===== src/rtl/comm_pkg.sv =====
// Constants and state encoding shared by the UART receive path blocks.
package comm_pkg;
  localparam int BYTE_W = 8;

  typedef enum logic [1:0] {
    COLLECT_EMPTY = 2'd0,
    COLLECT       = 2'd1,
    HOLD          = 2'd2
  } asm_state_e;
endpackage


===== src/rtl/evt_counter.sv =====
// Saturating event counter with clear priority; done_out flags the terminal value.
module evt_counter #(
  parameter int WIDTH    = 8,
  parameter int TERMINAL = 255
) (
  input  logic clk_in,
  input  logic rst_in,
  input  logic clr_in,
  input  logic en_in,
  output logic done_out
);
  logic [WIDTH-1:0] count_q, count_d;
  logic             done_s;

  assign done_s = (count_q == WIDTH'(TERMINAL));

  // Next count: clear wins, otherwise advance until the terminal value.
  always_comb begin
    count_d = count_q;
    if (clr_in) begin
      count_d = {WIDTH{1'b0}};
    end else if (en_in && !done_s) begin
      count_d = count_q + WIDTH'(1);
    end else begin
      count_d = count_q;
    end
  end

  // Counter register.
  always_ff @(posedge clk_in) begin
    if (rst_in) begin
      count_q <= {WIDTH{1'b0}};
    end else begin
      count_q <= count_d;
    end
  end

  assign done_out = done_s;
endmodule


===== src/rtl/uart_word_assembler.sv =====
// Packs UART bytes little-endian into BYTE_COUNT-byte words with a valid/ready
// hand-off, dropping bytes while a word is held and discarding stale partial words.
module uart_word_assembler
  import comm_pkg::*;
#(
  parameter int BYTE_COUNT     = 4,
  parameter int TIMEOUT_CYCLES = 1_000_000
) (
  input  logic                            clk_in,
  input  logic                            rst_in,
  input  logic                            byte_valid_in,
  input  logic [BYTE_W-1:0]               byte_in,
  output logic [BYTE_W*BYTE_COUNT-1:0]    word_out,
  output logic                            word_valid_out,
  input  logic                            word_ready_in,
  output logic [$clog2(BYTE_COUNT+1)-1:0] byte_count_out,
  output logic                            overflow_out,
  output logic                            timeout_out
);
  localparam int CNT_W  = $clog2(BYTE_COUNT + 1);
  localparam int IDX_W  = $clog2(BYTE_COUNT);
  localparam int IDLE_W = $clog2(TIMEOUT_CYCLES + 1);
  localparam int WORD_W = BYTE_W * BYTE_COUNT;

  asm_state_e        state_q, state_d;
  logic [CNT_W-1:0]  count_q, count_d;
  logic [WORD_W-1:0] word_q, word_d;
  logic              valid_q, valid_d;
  logic              ovf_q, ovf_d;
  logic              tmo_q, tmo_d;
  logic              byte_wr_s;
  logic [IDX_W-1:0]  wr_idx_s;
  logic              idle_clr_s, idle_en_s, idle_done_s;

  // Next-state, byte-acceptance and pulse decisions.
  always_comb begin
    state_d   = state_q;
    count_d   = count_q;
    valid_d   = 1'b0;
    ovf_d     = 1'b0;
    tmo_d     = 1'b0;
    byte_wr_s = 1'b0;
    wr_idx_s  = count_q[IDX_W-1:0];
    case (state_q)
      COLLECT_EMPTY, COLLECT: begin
        if (byte_valid_in) begin
          byte_wr_s = 1'b1;
          if (count_q == CNT_W'(BYTE_COUNT - 1)) begin
            state_d = HOLD;
            count_d = CNT_W'(BYTE_COUNT);
            valid_d = 1'b1;
          end else begin
            state_d = COLLECT;
            count_d = count_q + CNT_W'(1);
          end
        end else if ((state_q == COLLECT) && idle_done_s) begin
          state_d = COLLECT_EMPTY;
          count_d = {CNT_W{1'b0}};
          tmo_d   = 1'b1;
        end else begin
          state_d = state_q;
        end
      end
      HOLD: begin
        if (word_ready_in) begin
          // A byte landing with the handshake starts the next word.
          if (byte_valid_in) begin
            byte_wr_s = 1'b1;
            wr_idx_s  = {IDX_W{1'b0}};
            state_d   = COLLECT;
            count_d   = CNT_W'(1);
          end else begin
            state_d = COLLECT_EMPTY;
            count_d = {CNT_W{1'b0}};
          end
        end else begin
          valid_d = 1'b1;
          ovf_d   = byte_valid_in;
        end
      end
      default: begin
        state_d = COLLECT_EMPTY;
        count_d = {CNT_W{1'b0}};
      end
    endcase
  end

  // Byte lane write into the word being assembled.
  always_comb begin
    word_d = word_q;
    for (int k = 0; k < BYTE_COUNT; k++) begin
      if (byte_wr_s && (wr_idx_s == IDX_W'(k))) begin
        word_d[k*BYTE_W +: BYTE_W] = byte_in;
      end else begin
        word_d[k*BYTE_W +: BYTE_W] = word_q[k*BYTE_W +: BYTE_W];
      end
    end
  end

  assign idle_en_s  = (state_q == COLLECT);
  assign idle_clr_s = byte_wr_s | tmo_d | (state_q != COLLECT);

  evt_counter #(
    .WIDTH    (IDLE_W),
    .TERMINAL (TIMEOUT_CYCLES - 1)
  ) u_idle_timer (
    .clk_in   (clk_in),
    .rst_in   (rst_in),
    .clr_in   (idle_clr_s),
    .en_in    (idle_en_s),
    .done_out (idle_done_s)
  );

  // State and output registers.
  always_ff @(posedge clk_in) begin
    if (rst_in) begin
      state_q <= COLLECT_EMPTY;
      count_q <= {CNT_W{1'b0}};
      word_q  <= {WORD_W{1'b0}};
      valid_q <= 1'b0;
      ovf_q   <= 1'b0;
      tmo_q   <= 1'b0;
    end else begin
      state_q <= state_d;
      count_q <= count_d;
      word_q  <= word_d;
      valid_q <= valid_d;
      ovf_q   <= ovf_d;
      tmo_q   <= tmo_d;
    end
  end

  assign word_out       = word_q;
  assign word_valid_out = valid_q;
  assign byte_count_out = count_q;
  assign overflow_out   = ovf_q;
  assign timeout_out    = tmo_q;
endmodule


===== config.mk =====
export PLATFORM = sky130hd
export DESIGN_NAME = uart_word_assembler
export DESIGN_NICKNAME = d
export VERILOG_FILES = /design/src/rtl/comm_pkg.sv /design/src/rtl/evt_counter.sv /design/src/rtl/uart_word_assembler.sv
export SDC_FILE = /design/constraint.sdc
export NUM_CORES = 1
export LEC_CHECK = 0
export BUFFER_PORTS_ARGS = -buffer_cell sky130_fd_sc_hd__buf_4
export CORE_MARGIN = 10
export CORE_UTILIZATION = 50
export CTS_BUF_LIST = sky130_fd_sc_hd__clkbuf_4 sky130_fd_sc_hd__clkbuf_8 sky130_fd_sc_hd__clkbuf_16
export DETAILED_ROUTE_END_ITERATION = 16
export PLACE_DENSITY = 0.74
export SYNTH_ARGS = -nofsm -noshare
export SYNTH_HDL_FRONTEND = slang
export SYNTH_SLANG_ARGS = --single-unit

===== constraint.sdc =====
create_clock -name clk_in -period 2.74 [get_ports clk_in]
set_clock_uncertainty 0.2 [all_clocks]
set_input_delay 0.274 -clock clk_in [delete_from_list [all_inputs] [get_ports clk_in]]
set_output_delay 0.274 -clock clk_in [all_outputs]
set_load 0.03 [all_outputs]

; ---- Yosys cells after proc, flatten, opt, wreduce, memory -nomap -nowiden
; Index checks and enable logic that the tools add are counted.
[op_classes]
add_sub_neg = 2
n_reduce_logical = 13
mux = 25
eq_ne = 10
bitwise = 3
[op_table]
columns = cell, n
row1 = "20-bit by 1-bit adder with 20-bit output, second input constant", 1
row2 = "20-bit equality test, second input constant", 1
row3 = 2-bit 2-to-1 mux, 7
row4 = 3-bit 2-to-1 mux, 4
row5 = 1-bit 2-to-1 mux, 10
row6 = "2-bit equality test, second input constant", 3
row7 = 1-bit logical AND, 6
row8 = 3-bit case mux with 2 select lines, 1
row9 = "2-bit by 1-bit equality test with 1-bit output, second input constant", 2
row10 = 2-bit zero test, 2
row11 = 1-bit case mux with 2 select lines, 2
row12 = 2-bit case mux with 2 select lines, 1
row13 = 2-bit OR reduction, 2
row14 = "3-bit by 1-bit adder with 3-bit output, second input constant", 1
row15 = "3-bit by 2-bit equality test with 1-bit output, second input constant", 1
row16 = "3-bit inequality test, second input constant", 1
row17 = 3-bit OR reduction, 1
row18 = "2-bit by 1-bit inequality test with 1-bit output, second input constant", 1
row19 = "2-bit inequality test, second input constant", 1
row20 = 1-bit bitwise OR, 2
row21 = 2-bit AND reduction, 1
row22 = 1-bit zero test, 1
row23 = 1-bit NOT, 1
[word_totals]
register_bits = 60
in_bits = 12
out_inout_bits = 38

; ---- Depth between registers and ports, before layout
[logic_depth]
depth_word = 8
depth_mapped = 7

; ---- Modules after synthesis
; From an unflattened synthesis, not the netlist that was laid out.
[hier_totals]
cells_unflattened = 280
area_unflattened_um2 = 2643.8
[by_module_without_submodules]
columns = module, n_inst, area_per_inst_um2, seq_area_each_um2, cells_per_inst
row1 = uart_word_assembler, 1, 1645.3, 800.8, 166
row2 = evt_counter, 1, 998.5, 400.4, 114

; ---- Least setup slack after synthesis
; OpenSTA, ideal clock, no wires.
[synth_path]
kind = flip-flop to flip-flop
startpoint = register u_idle_timer.count_q[9]
endpoint = register u_idle_timer.count_q[9]
path_slack_ps = 571
path_stages_with_launch = 8
setup_time_ps = 115
arrival_ps = 1854
period_less_slack_ps = 2169
path_buffers = 3
cell_sequence = dfxtp_1 buf_4 or4b_1 or4_1 buf_2 o21bai_4 buf_6 nor2_1
[synth_via]
elab_chain_cells = 8
word_cells_on_any_way = 11
[synth_rtl]
columns = item, line_no
row1 = "start, declared", evt_counter.sv:12  ; logic [WIDTH-1:0] count_q, count_d;
row2 = "start signal, assigned", evt_counter.sv:32  ; count_q <= {WIDTH{1'b0}};
row3 = "start signal, assigned", evt_counter.sv:34  ; count_q <= count_d;
row4 = 20-bit equality test, evt_counter.sv:15  ; assign done_s = (count_q == WIDTH'(TERMINAL));
row5 = 1-bit logical AND, uart_word_assembler.sv:56  ; end else if ((state_q == COLLECT) && idle_done_s) begin
row6 = 1-bit 2-to-1 mux, uart_word_assembler.sv:56
row7 = 1-bit 2-to-1 mux, uart_word_assembler.sv:46  ; if (byte_valid_in) begin
row8 = 1-bit 2-to-1 mux, uart_word_assembler.sv:44  ; case (state_q)
row9 = 1-bit bitwise OR (2 in a row), uart_word_assembler.sv:101  ; assign idle_clr_s = byte_wr_s | tmo_d | (state_q != COLLECT);
row10 = 2-bit OR reduction (no source line), -
; Several ways; a longest one is shown, not always the timed one.
; A chain may end at the register's enable or synchronous reset.

; ---- Worst setup path in the final report
[layout_path]
startpoint = register u_idle_timer.count_q[7]
endpoint = register u_idle_timer.count_q[6]
[layout_via]
elab_chain_cells = 8
word_cells_on_any_way = 10
[layout_rtl]
columns = item, line_no
row1 = 20-bit equality test *, evt_counter.sv:15
row2 = 1-bit logical AND, uart_word_assembler.sv:56
row3 = 1-bit 2-to-1 mux, uart_word_assembler.sv:56
row4 = 1-bit 2-to-1 mux, uart_word_assembler.sv:46
row5 = 1-bit 2-to-1 mux, uart_word_assembler.sv:44
row6 = 1-bit bitwise OR (2 in a row), uart_word_assembler.sv:101
row7 = 2-bit OR reduction (no source line), -
; Every way passes the cells marked *; elsewhere a longest branch is shown, timed or not.

==> impl_results.md <==
* Routability cong. at 0.798
* Commonest non-fill, non-tap cells in the layout: 60 x dfxtp_1, 55 x nand2_1, 53 x buf_4
* Most common cell after layout, fill and taps aside: dfxtp_1
* CP arrival at 2.35 ns
* Post-CTS Setup Repair Bufs at 0
* Period utilization at 85.7%
* Max Fclk at 0.426 GHz
* Core Area at 4750 um^2
* Syn_nets at 306
* Max_cap viols at 0
* Final setup viols at 0
* DRT antenna net count at 0
* Initial antenna violation count at 0
* Post-route cell area at 3130 um^2
* Fillers at 428
* Layout overhead on the synthesized area at 26.5%
* Wirelength per Cell at 14.5 um
* First-pass GRT wire length at 9970 um
* Worst setup path category: register to register
* Max Used Layer: met4
* Die ar. at 8160 um^2
* Register bit total from synthesis at 60
* Post-Route WL at 5980 um
* Crit-path max FO at 18
* ANT cells at 0
* Site row count at 25
* FF-to-FF setup slack at 0.39 ns
* Post_cts resized at 0
* Largest net degree at the start of global routing at 40
* Aggregate global routing overflow at 0
* Yosys warns at 0
* Worst Setup Slack, final at 0.391 ns
* FFs w/ async S/R, synth at 0%
* Final TNS setup at 0 ns
* Peak supply drop at 0.000398 V
* Placed Area at 2890 um^2
* Initial Util at 52.1%
* RSZ-0062 raised after global routing: false
* Placed insts at 396
* Nets at 356
* Vias after detailed routing at 2,162
* CP Capture Type: register
* Mapped Area at 2470 um^2
* Syn Area/Cell at 8.50 um^2
* Worst slack at placement at 0.378 ns
* Status: finished clean
* Total iterations of the first detailed-routing run at 4
* Reg area at 1200 um^2
* Met2 WL at 2710 um
* Clk sinks at 60
* Syn Inst Count at 291
* PwrDens at 647 nW/um^2
* Non-filler instance count after layout at 413
* Share of cells above drive strength 1 at 20.8%
* Worst-path cell chain: or4b_1 > or4_1 > o21bai_4 > nor2_1
* Core Util, Final at 65.9%
* Max Slew Vio Count at 0
* Critical path's largest stage delay at 0.62 ns
* Clock slew at reported path FFs at 0.07 ns
* Leak Pwr at 1.23 nW
* Post-synth EDFFs at 0
* Clk buf depth at 2
* Worst-Margin Slew at 0.463 ns
* Minimum clock period at 2.35 ns
* H-tree levels at 3
* Hpwl dp at 4220 um
* Count of cell types in the netlist at 40
* Die width at 90.4 um
* Post-Route M1 WL at 2810 um
* Post-synthesis sequential area ratio at 48.5%
* Post-route DRC at 0
* Die height at 90.4 um
* Clock Tree Root: clkbuf_8
* CTS tree: done
* Cts bufs inserted at 9
* CP startpoint kind: register
* I/O pins at 50
* DR vias/cell at 5.23
* Clock latency on the worst-skew pair at 0.33 ns
* DR WL met3 at 409 um
* CP max-delay cell: or4_1
* 1st-iter DRT viols at 117
* GRT Total Usage at 14.9%
* Most used DFF post-synth: dfxtp_1
* Fin. Hold Viols at 0
* IO buf count at 49
* WP data required at 2.74 ns
* Multi-input gate area at 1180 um^2
* Vias in the first global route at 2,060
* Max-slew headroom at 69.0%
* Hold Path Class: input pin to register
-- flip-flops by register name (all words and copies together), names as in the netlist --
name / flops
byte_count_out: 3
overflow_out: 1
state_q: 2
timeout_out: 1
u_idle_timer.count_q: 20
word_out: 32
word_valid_out: 1
-- cell usage after synthesis (all sizes together) (2+ instances only) --
cell | instances | area, um^2
xnor2 | 6 | 52.6
and4b | 2 | 20.0
nor3 | 3 | 15.0
mux2i | 9 | 90.1
or3 | 5 | 31.3
ha | 3 | 37.5
and3 | 4 | 25.0
nor4 | 2 | 12.5
o31ai | 4 | 30.0
nand2 | 55 | 206
clkbuf | 11 | 41.3
inv | 6 | 22.5
buf | 4 | 28.8
nand3 | 11 | 55.1
or4b | 2 | 20.0
a21oi | 34 | 170
nor2 | 30 | 113
xor2 | 4 | 35.0
nor2b | 2 | 12.5
and4 | 2 | 17.5
nand4 | 4 | 25.0
o41ai | 2 | 25.0
o21ai | 9 | 45.0
or4 | 6 | 45.0
dfxtp | 60 | 1200
and3b | 2 | 17.5
-- cell families after synthesis --
logic type / synth area share (%)
buffers and inverters: 3.74
AOI/OAI and AO/OA: 12.9
adders and majority gates: 1.52
and+or+nand+nor: 26.1
muxes: 3.64
DFF: 48.5
xor gates and xnor gates: 3.54
-- what timing repair did --
item | CTS | global route
endpoints found under the setup margin | 0 | 0
hold endpoints to repair | 1 | 0
hold buffers | 1 | 0
-- path summary, 6_finish.rpt --
path | from | endpoint | depth (start not counted)
min reg2reg | word_out[25] | word_out[25] | 2
max reg2reg | u_idle_timer.count_q[7] | u_idle_timer.count_q[6] | 4
min | byte_in[5] | word_out[29] | 3
max | u_idle_timer.count_q[7] | u_idle_timer.count_q[6] | 4
-- layout make-up --
class / instances / area share (%)
Sequential cell: 60 / 38.4
Multi-Input combinational cell: 210 / 37.7
Timing Repair Buffer: 54 / 13.0
Clock buffer: 12 / 5.27
Tap cell: 67 / 2.68
Clock inverter: 4 / 2.24
Inverter: 6 / 0.719
-- metal layers --
layer,vias up,GRT usage (%)
li1,1104,-
met1,1000,19.0
met2,54,21.7
met3,4,5.90
met4,0,5.97
met5,-,0
-- critical path: cells and delay by family (launching register included) --
kind               cells  cell delay [ns]
AOI/OAI and AO/OA      1             0.46
DFF                    1             0.33
and+or+nand+nor        3             1.22
-- power breakdown --
group | switching, mW | leakage [nW] | internal [mW]
Clock | 0.331 | 0.122 | 0.583
Sequential | 0.0200 | 0.486 | 0.897
Combinational | 0.121 | 0.619 | 0.0743
-- stage by stage --
step                hold slack, ns  power [mW]
finish                      0.0198        2.03
floorplan                    0.210        1.05
detailed placement           0.247        1.13
global route               0.00153        2.11
global placement             0.243        1.13
CTS                        0.00532        2.05
Power figures use the tool's default switching activity.
